[src/rtl/uart_mem_master.sv]
// uart_mem_master: 8N1 UART command decoder that issues single 32-bit reads/writes on a valid/ready bus
// and returns 'K' for writes or the four read data bytes (LSB first) for reads.
module uart_mem_master #(
    parameter int CLK_DIV = 868,
    parameter int TIMEOUT = 100000
) (
    input  logic        clk,
    input  logic        rst,
    input  logic        uart_rx,
    output logic        uart_tx,
    output logic        mem_valid,
    input  logic        mem_ready,
    output logic [31:0] mem_addr,
    output logic [31:0] mem_wdata,
    output logic [3:0]  mem_wstrb,
    input  logic [31:0] mem_rdata,
    output logic        busy
);
    localparam int CW = $clog2(CLK_DIV);
    localparam int TW = $clog2(TIMEOUT + 1);
    localparam logic [CW-1:0] BIT_END = CW'(CLK_DIV - 1);
    localparam logic [CW-1:0] HALF_END = CW'(CLK_DIV / 2 - 1);
    localparam logic [TW-1:0] IDLE_END = TW'(TIMEOUT - 1);

    typedef enum logic [2:0] {RX_IDLE, RX_START, RX_DATA, RX_STOP, RX_WAIT} rx_state_t;
    typedef enum logic [2:0] {IDLE, ADDR, DATA, BUS, RESP} state_t;

    rx_state_t     rx_state_q;
    logic          rx_meta_q, rx_sync_q, rx_strobe_q;
    logic [CW-1:0] rx_cnt_q;
    logic [2:0]    rx_bit_q;
    logic [7:0]    rx_byte_q;

    logic          tx_active_q;
    logic [CW-1:0] tx_cnt_q;
    logic [3:0]    tx_left_q;
    logic [8:0]    tx_sh_q;

    state_t        state_q;
    logic          op_w_q;
    logic [1:0]    byte_cnt_q;
    logic [2:0]    resp_left_q;
    logic [31:0]   rdata_q;
    logic [TW-1:0] idle_cnt_q;

    logic tx_tick, tx_ready, tx_load;
    logic [7:0] tx_byte;

    always_ff @(posedge clk or posedge rst) begin
        if (rst) begin
            rx_meta_q   <= 1'b1;
            rx_sync_q   <= 1'b1;
            rx_strobe_q <= 1'b0;
            rx_state_q  <= RX_IDLE;
            rx_cnt_q    <= '0;
            rx_bit_q    <= '0;
            rx_byte_q   <= '0;
        end else begin
            rx_meta_q   <= uart_rx;
            rx_sync_q   <= rx_meta_q;
            rx_strobe_q <= 1'b0;
            rx_cnt_q    <= rx_cnt_q + 1'b1;
            case (rx_state_q)
                RX_IDLE: begin
                    rx_cnt_q <= '0;
                    if (!rx_sync_q) rx_state_q <= RX_START;
                end
                // mid-start recheck rejects glitches shorter than half a bit
                RX_START: if (rx_cnt_q == HALF_END) begin
                    rx_cnt_q   <= '0;
                    rx_bit_q   <= '0;
                    rx_state_q <= rx_sync_q ? RX_IDLE : RX_DATA;
                end
                RX_DATA: if (rx_cnt_q == BIT_END) begin
                    rx_cnt_q  <= '0;
                    rx_byte_q <= {rx_sync_q, rx_byte_q[7:1]};
                    rx_bit_q  <= rx_bit_q + 1'b1;
                    if (rx_bit_q == 3'd7) rx_state_q <= RX_STOP;
                end
                RX_STOP: if (rx_cnt_q == BIT_END) begin
                    rx_strobe_q <= rx_sync_q;
                    rx_state_q  <= rx_sync_q ? RX_IDLE : RX_WAIT;
                end
                default: if (rx_sync_q) rx_state_q <= RX_IDLE;
            endcase
        end
    end

    // a new byte may load on the final tick of the previous stop bit so bytes go out back-to-back
    assign tx_tick  = tx_cnt_q == BIT_END;
    assign tx_ready = !tx_active_q || (tx_tick && tx_left_q == '0);
    assign tx_load  = state_q == RESP && resp_left_q != '0 && tx_ready;
    assign tx_byte  = op_w_q ? 8'h4B : rdata_q[7:0];

    always_ff @(posedge clk or posedge rst) begin
        if (rst) begin
            uart_tx     <= 1'b1;
            tx_active_q <= 1'b0;
            tx_cnt_q    <= '0;
            tx_left_q   <= '0;
            tx_sh_q     <= '1;
        end else if (tx_load) begin
            uart_tx     <= 1'b0;
            tx_active_q <= 1'b1;
            tx_cnt_q    <= '0;
            tx_left_q   <= 4'd9;
            tx_sh_q     <= {1'b1, tx_byte};
        end else if (tx_active_q) begin
            tx_cnt_q <= tx_tick ? '0 : tx_cnt_q + 1'b1;
            if (tx_tick && tx_left_q == '0) begin
                tx_active_q <= 1'b0;
            end else if (tx_tick) begin
                uart_tx   <= tx_sh_q[0];
                tx_sh_q   <= {1'b1, tx_sh_q[8:1]};
                tx_left_q <= tx_left_q - 1'b1;
            end
        end
    end

    always_ff @(posedge clk or posedge rst) begin
        if (rst) begin
            state_q     <= IDLE;
            op_w_q      <= 1'b0;
            byte_cnt_q  <= '0;
            resp_left_q <= '0;
            rdata_q     <= '0;
            idle_cnt_q  <= '0;
            busy        <= 1'b0;
            mem_valid   <= 1'b0;
            mem_addr    <= '0;
            mem_wdata   <= '0;
            mem_wstrb   <= '0;
        end else begin
            if (tx_load) begin
                resp_left_q <= resp_left_q - 1'b1;
                rdata_q     <= rdata_q >> 8;
            end
            case (state_q)
                IDLE: if (rx_strobe_q && (rx_byte_q == 8'h57 || rx_byte_q == 8'h52)) begin
                    op_w_q     <= rx_byte_q == 8'h57;
                    byte_cnt_q <= '0;
                    idle_cnt_q <= '0;
                    busy       <= 1'b1;
                    state_q    <= ADDR;
                end
                ADDR, DATA: begin
                    idle_cnt_q <= idle_cnt_q + 1'b1;
                    if (rx_strobe_q) begin
                        idle_cnt_q <= '0;
                        byte_cnt_q <= byte_cnt_q + 1'b1;
                        if (state_q == ADDR) mem_addr[8*byte_cnt_q +: 8] <= rx_byte_q;
                        else mem_wdata[8*byte_cnt_q +: 8] <= rx_byte_q;
                        if (byte_cnt_q == 2'd3) state_q <= (state_q == ADDR && op_w_q) ? DATA : BUS;
                    end else if (idle_cnt_q == IDLE_END) begin
                        busy    <= 1'b0;
                        state_q <= IDLE;
                    end
                end
                BUS: if (!mem_valid) begin
                    mem_valid <= 1'b1;
                    mem_wstrb <= {4{op_w_q}};
                end else if (mem_ready) begin
                    mem_valid   <= 1'b0;
                    mem_wstrb   <= '0;
                    resp_left_q <= op_w_q ? 3'd1 : 3'd4;
                    if (!op_w_q) rdata_q <= mem_rdata;
                    state_q     <= RESP;
                end
                default: if (!tx_active_q && resp_left_q == '0) begin
                    busy    <= 1'b0;
                    state_q <= IDLE;
                end
            endcase
        end
    end
endmodule
[config.mk]
export PLATFORM = sky130hd
export DESIGN_NAME = uart_mem_master
export DESIGN_NICKNAME = d
export VERILOG_FILES = /design/src/rtl/uart_mem_master.sv
export SDC_FILE = /design/constraint.sdc
export NUM_CORES = 1
export LEC_CHECK = 0
export BUFFER_PORTS_ARGS = -buffer_cell sky130_fd_sc_hd__buf_2
export CAP_MARGIN = 15
export CORE_ASPECT_RATIO = 0.75
export CORE_UTILIZATION = 55
export CTS_BUF_LIST = sky130_fd_sc_hd__clkbuf_4
export DETAILED_ROUTE_END_ITERATION = 12
export PLACE_DENSITY = 0.8
export SYNTH_ARGS = -nofsm -noshare
export SYNTH_HDL_FRONTEND = slang
export SYNTH_SLANG_ARGS = --single-unit
[constraint.sdc]
create_clock -name clk -period 17.6 [get_ports clk]
set_input_delay 3.52 -clock clk [delete_from_list [all_inputs] [get_ports clk]]
set_output_delay 3.52 -clock clk [all_outputs]
set_load 0.02 [all_outputs]
* After elaboration in Yosys (flattened, before gate mapping) *
Cells that the tools add are included.

word-level totals
  register bits = 180
  output and inout bits = 71

operators by class
  $add $sub $neg = 8
  eq/ne operators = 30
  shift-type cells = 2
  mux-type cells = 72
  bitwise operators = 2
  reductions and logical operators = 34

operators with widths
  kind                                                   count
  two-way mux 32 bit                                     5
  bitwise mux 32 bit                                     2
  two-way mux 3 bit                                      21
  two-way mux 10 bit                                     5
  two-way mux 9 bit                                      4
  two-way mux 17 bit                                     2
  negator 5 -> 34 bit                                    1
  case mux 17 bit (2 select lines)                       1
  variable shift 8 x 34 -> 32 bit, first input constant  1
  indexed part select 8 x 34 -> 32 bit                   1
  case mux 10 bit (3 select lines)                       1
  two-way mux 4 bit                                      6
  inequality test 2 bit, second input constant           12
  adder 10 x 1 -> 10 bit, second input constant          2
  equality test 10 bit, second input constant            2
  adder 17 x 1 -> 17 bit, second input constant          1
  equality test 17 bit, second input constant            1
  equality test 8 x 7 -> 1 bit, second input constant    2
  two-way mux 1 bit                                      16
  AND reduction 3 bit                                    5
  equality test 3 x 2 -> 1 bit, second input constant    4
  case mux 3 bit (4 select lines)                        1
  AND reduction 6 bit                                    2
  equality test 10 x 9 -> 1 bit, second input constant   1
  other kinds (28)                                       49

* Depth between registers and ports, before layout *
  word-level depth = 9
  gate-level depth with buffers = 8
  mapped depth without buffers = 7

* Worst setup path after synthesis *
OpenSTA, ideal clock, no wires.

  path kind = input-to-reg
  start = input mem_ready
  end = register rdata_q[16]
  arrival = 4.419 ns
  required time = 17.450 ns
  setup slack = 13.032 ns
  stages = 6
  path buffers = 2
  cells stage by stage = nand2_1 -> or3_1 -> buf_2 -> clkbuf_1 -> nor2_1 -> a41oi_1

on the way
  longest elaborated chain between the ends = 3

ends and longest elaborated chain
  element               line  text
  start, declared       12    input logic mem_ready,
  two-way mux 32 bit    162   end else if (mem_ready) begin
  two-way mux 32 bit    159   BUS: if (!mem_valid) begin
  two-way mux 32 bit    138   case (state_q)
  end signal, assigned  136   rdata_q <= rdata_q >> 8;
  end signal, assigned  166   if (!op_w_q) rdata_q <= mem_rdata;
  end, declared         43    logic [31:0] rdata_q;

Every way passes these cells.
A chain may end at the register's enable or synchronous reset.

* Worst setup path in the final report *
  start = register uart_tx
  end = output uart_tx

RTL lines
  element                 line  text
  start, declared         10    output logic uart_tx,
  start signal, assigned  113   uart_tx <= tx_sh_q[0];

No word-level cell between the ends.

==> flow_summary.yaml <==
clock_network:
  cts_resized: 0
  clk_pin_slew_ns: 0.16
  post_cts_buffers: 0
  clock_sinks: 176
  clockBufferDepth: 2
  cts_hold_buf: 0
  cts_root_buffer: "clkbuf_4"
  cts_buffers: 17
  cts_tree: "yes"
  htreeDepth: 4
  clk_latency_ns: 0.59
synth:
  synth_area_leaders: "dfrtp_1 (49%), nand2_1 (7.7%), o21ai_0 (6.3%)"
  synth_top_area_cell: "dfrtp_1"
  synthCells: 911
  yosysSeqAreaShare: 0.526
  syn-cell-area_sq_um: 8400
  synth_edf_count: 0
  async_flop_share: 1.00
  synth_top_area_share: 0.491
  syn_area_per_cell_sq_um: 9.22
  synth_fp_nets: 962
  yosys_most_used_dff: "dfrtp_1"
  netlist-cell-type-count: 58
  ys_ff_latch: 176
  yosys_warnings: 0
critical_path:
  crit_arrival_ns: 1.29
  crit_buf_inv: 1
  crit_chain: "buf_2"
  cp-start-kind: "flip-flop"
  crit_fanout: 2
  cp_slowest_cell: "dfstp_2"
  cpPeakStageDelay_ns: 0.57
  path_delay_family: "flip-flops"
  crit_required_ns: 14.08
  endpoint_kind: "primary output"
  criticalPathCategory: "reg2out"
sta:
  maxSlewHeadroom: 0.268
  period_needed_ns: 4.81
  finalHoldViolations: 0
  fin_skew_ns: 0.0258
  tns_ns: 0
  rsz0062_at_grt: "no"
  fmax_mhz: 208
  fin_crit_sh: 0.273
  finalSetupViolations: 0
  drv_slew: 0
  worstMarginPinSlew_ns: 1.09
power:
  p_leak_nw: 4.14
  irDropWorstVdd_mv: 0.0458
  powerDensity_nw_per_um2: 71.8
global_routing:
  grt_start_max_net_pins: 109
  grt_pass1_vias: 6626
  grt_pass1_wl_um: 32100
  grt.total_usage: 0.261
  antenna_found_initial: 0
  overflow: 0
drt:
  vias: 7093
  antenna_left: 0
  first_pass_iters: 5
  avgViaCountPerCell: 5.90
  drc: 0
  drt-initial-drc-count: 492
  drt-wirelength-per-cell_um: 16.2
  wl_um: 19400
die:
  start_util: 0.572
  core_sq_um: 14700
  chipWidth_um: 145
  ioPinCount: 107
  fp-row-count: 38
  die_y_um: 109
  die_area_sq_um: 15800
worst_hold_path:
  hold_class: "reg2reg"
cells_and_area:
  n_fill_cell: 1215
  design_area_sq_um: 9340
  nets: 1040
  area_growth_pct: 11.1
  final_cells: 1202
  drive_gt1_frac: 0.174
  n_antenna_cell: 0
placed_design:
  routabilityCongestion: 0.867
  dp_hpwl_um: 12700
  dp_cells: 1169
  place_area_sq_um: 9000
  io_buffers: 106
run_status:
  status: "completed"
run:
  maxCapViolations: 0
==> synth_stat cells, types with 6 or more instances <==
library cell,instances
a21oi_1,38
a31oi_1,7
a41oi_1,24
and3_1,6
buf_2,11
clkbuf_1,34
dfrtp_1,165
dfstp_2,11
ha_1,15
inv_1,17
nand2_1,172
nand2b_1,7
nand3_1,60
nand4_1,10
nor2_1,71
nor3_1,16
nor3b_1,28
nor4_1,6
o21ai_0,105
o2bb2ai_1,8
or3_1,6
xnor2_1,12
xor2_1,8
==> per-layer routing <==
metal / GRT usage / vias to the layer above / share of wire
li1: - / 3382 / -
met1: 0.384 / 3439 / 0.47
met2: 0.390 / 242 / 0.45
met3: 0.0536 / 30 / 0.061
met4: 0.0774 / 0 / 0.018
met5: 0 / - / 0
==> power breakdown <==
group	leakage [nW]	switching [W]	total, W	internal (W)
sequential	2.24	0.000000208	0.000405	0.000405
clock	0.175	0.000169	0.000253	0.0000834
combinational	1.72	0.00000963	0.0000127	0.00000311
total	4.14	0.000179	0.000671	0.000492
==> cells by family after synthesis <==
family	count (synthesis)	synth area share
flops	176	0.526
simple gates	410	0.234
buf+inv	70	0.0351
fa+ha+maj	15	0.0223
mux	2	0.00238
xor+xnor	20	0.0208
compound gates	218	0.159
==> cell type report <==
type	count	area, sq um	area share
timing repair buffer	112	576	0.0616
clock inverter	15	205	0.0220
sequential	176	4420	0.473
tap	200	250	0.0268
multi-input combinational	665	3690	0.395
clock buffer	17	128	0.0137
inverter	17	68.8	0.00737
==> state kept, by name, indices dropped and copies added (netlist names), 2 cells and up <==
register     flops
tx_cnt_q        10
mem_wdata       32
rx_state_q       3
idle_cnt_q      17
state_q          3
rx_bit_q         3
tx_sh_q          8
rx_cnt_q        10
byte_cnt_q       2
rdata_q         32
rx_byte_q        8
mem_addr        32
tx_left_q        4
resp_left_q      3
==> cells in the final DEF (no fill, tap or decap), drive strengths merged, types with 3 or more instances in the layout <==
cell type,n
buf,112
a22o,5
a31oi,7
nand2,173
nor4,6
nand3b,3
and4bb,3
a41oi,24
and2,3
or3,6
a22oi,3
ha,15
a21oi,40
nand4b,3
nor3,19
nor2,71
clkinv,5
o21ai,105
nand4,11
nor3b,28
nand3,60
clkbuf,17
dfstp,11
o2bb2ai,8
xor2,8
inv,26
nand2b,7
xnor2,12
and3,6
dfrtp,165
o22ai,5
o31ai,6
==> worst paths after layout <==
path | startpoint | endpoint | cells past startpoint | slack [ns]
worst max-delay path | uart_tx | uart_tx | 1 | 12.79
worst min register to register | rx_meta_q | rx_sync_q | 0 | 0.37
worst max register to register | state_q[2] | resp_left_q[1] | 5 | 14.36
worst min-delay path | rx_meta_q | rx_sync_q | 0 | 0.37
min in group asynchronous | rst | rx_cnt_q[0] | 2 | 3.13
max in group asynchronous | rst | tx_active_q | 3 | 12.96
==> metrics by stage <==
| stage | setup WS (ns) | total power [W] | hold WS (ns) | utilization |
|---|---|---|---|---|
| global route | 12.66 | 0.000692 | 0.374 | 0.635 |
| finish | 12.79 | 0.000671 | 0.371 | 0.635 |
| CTS | 12.75 | 0.000675 | 0.373 | 0.635 |
| global placement | 12.24 | 0.000426 | 0.346 | 0.612 |
| floorplan | 9.32 | 0.000419 | 0.345 | - |
| detailed placement | 12.24 | 0.000426 | 0.352 | 0.612 |
Power figures use the tool's default switching activity.
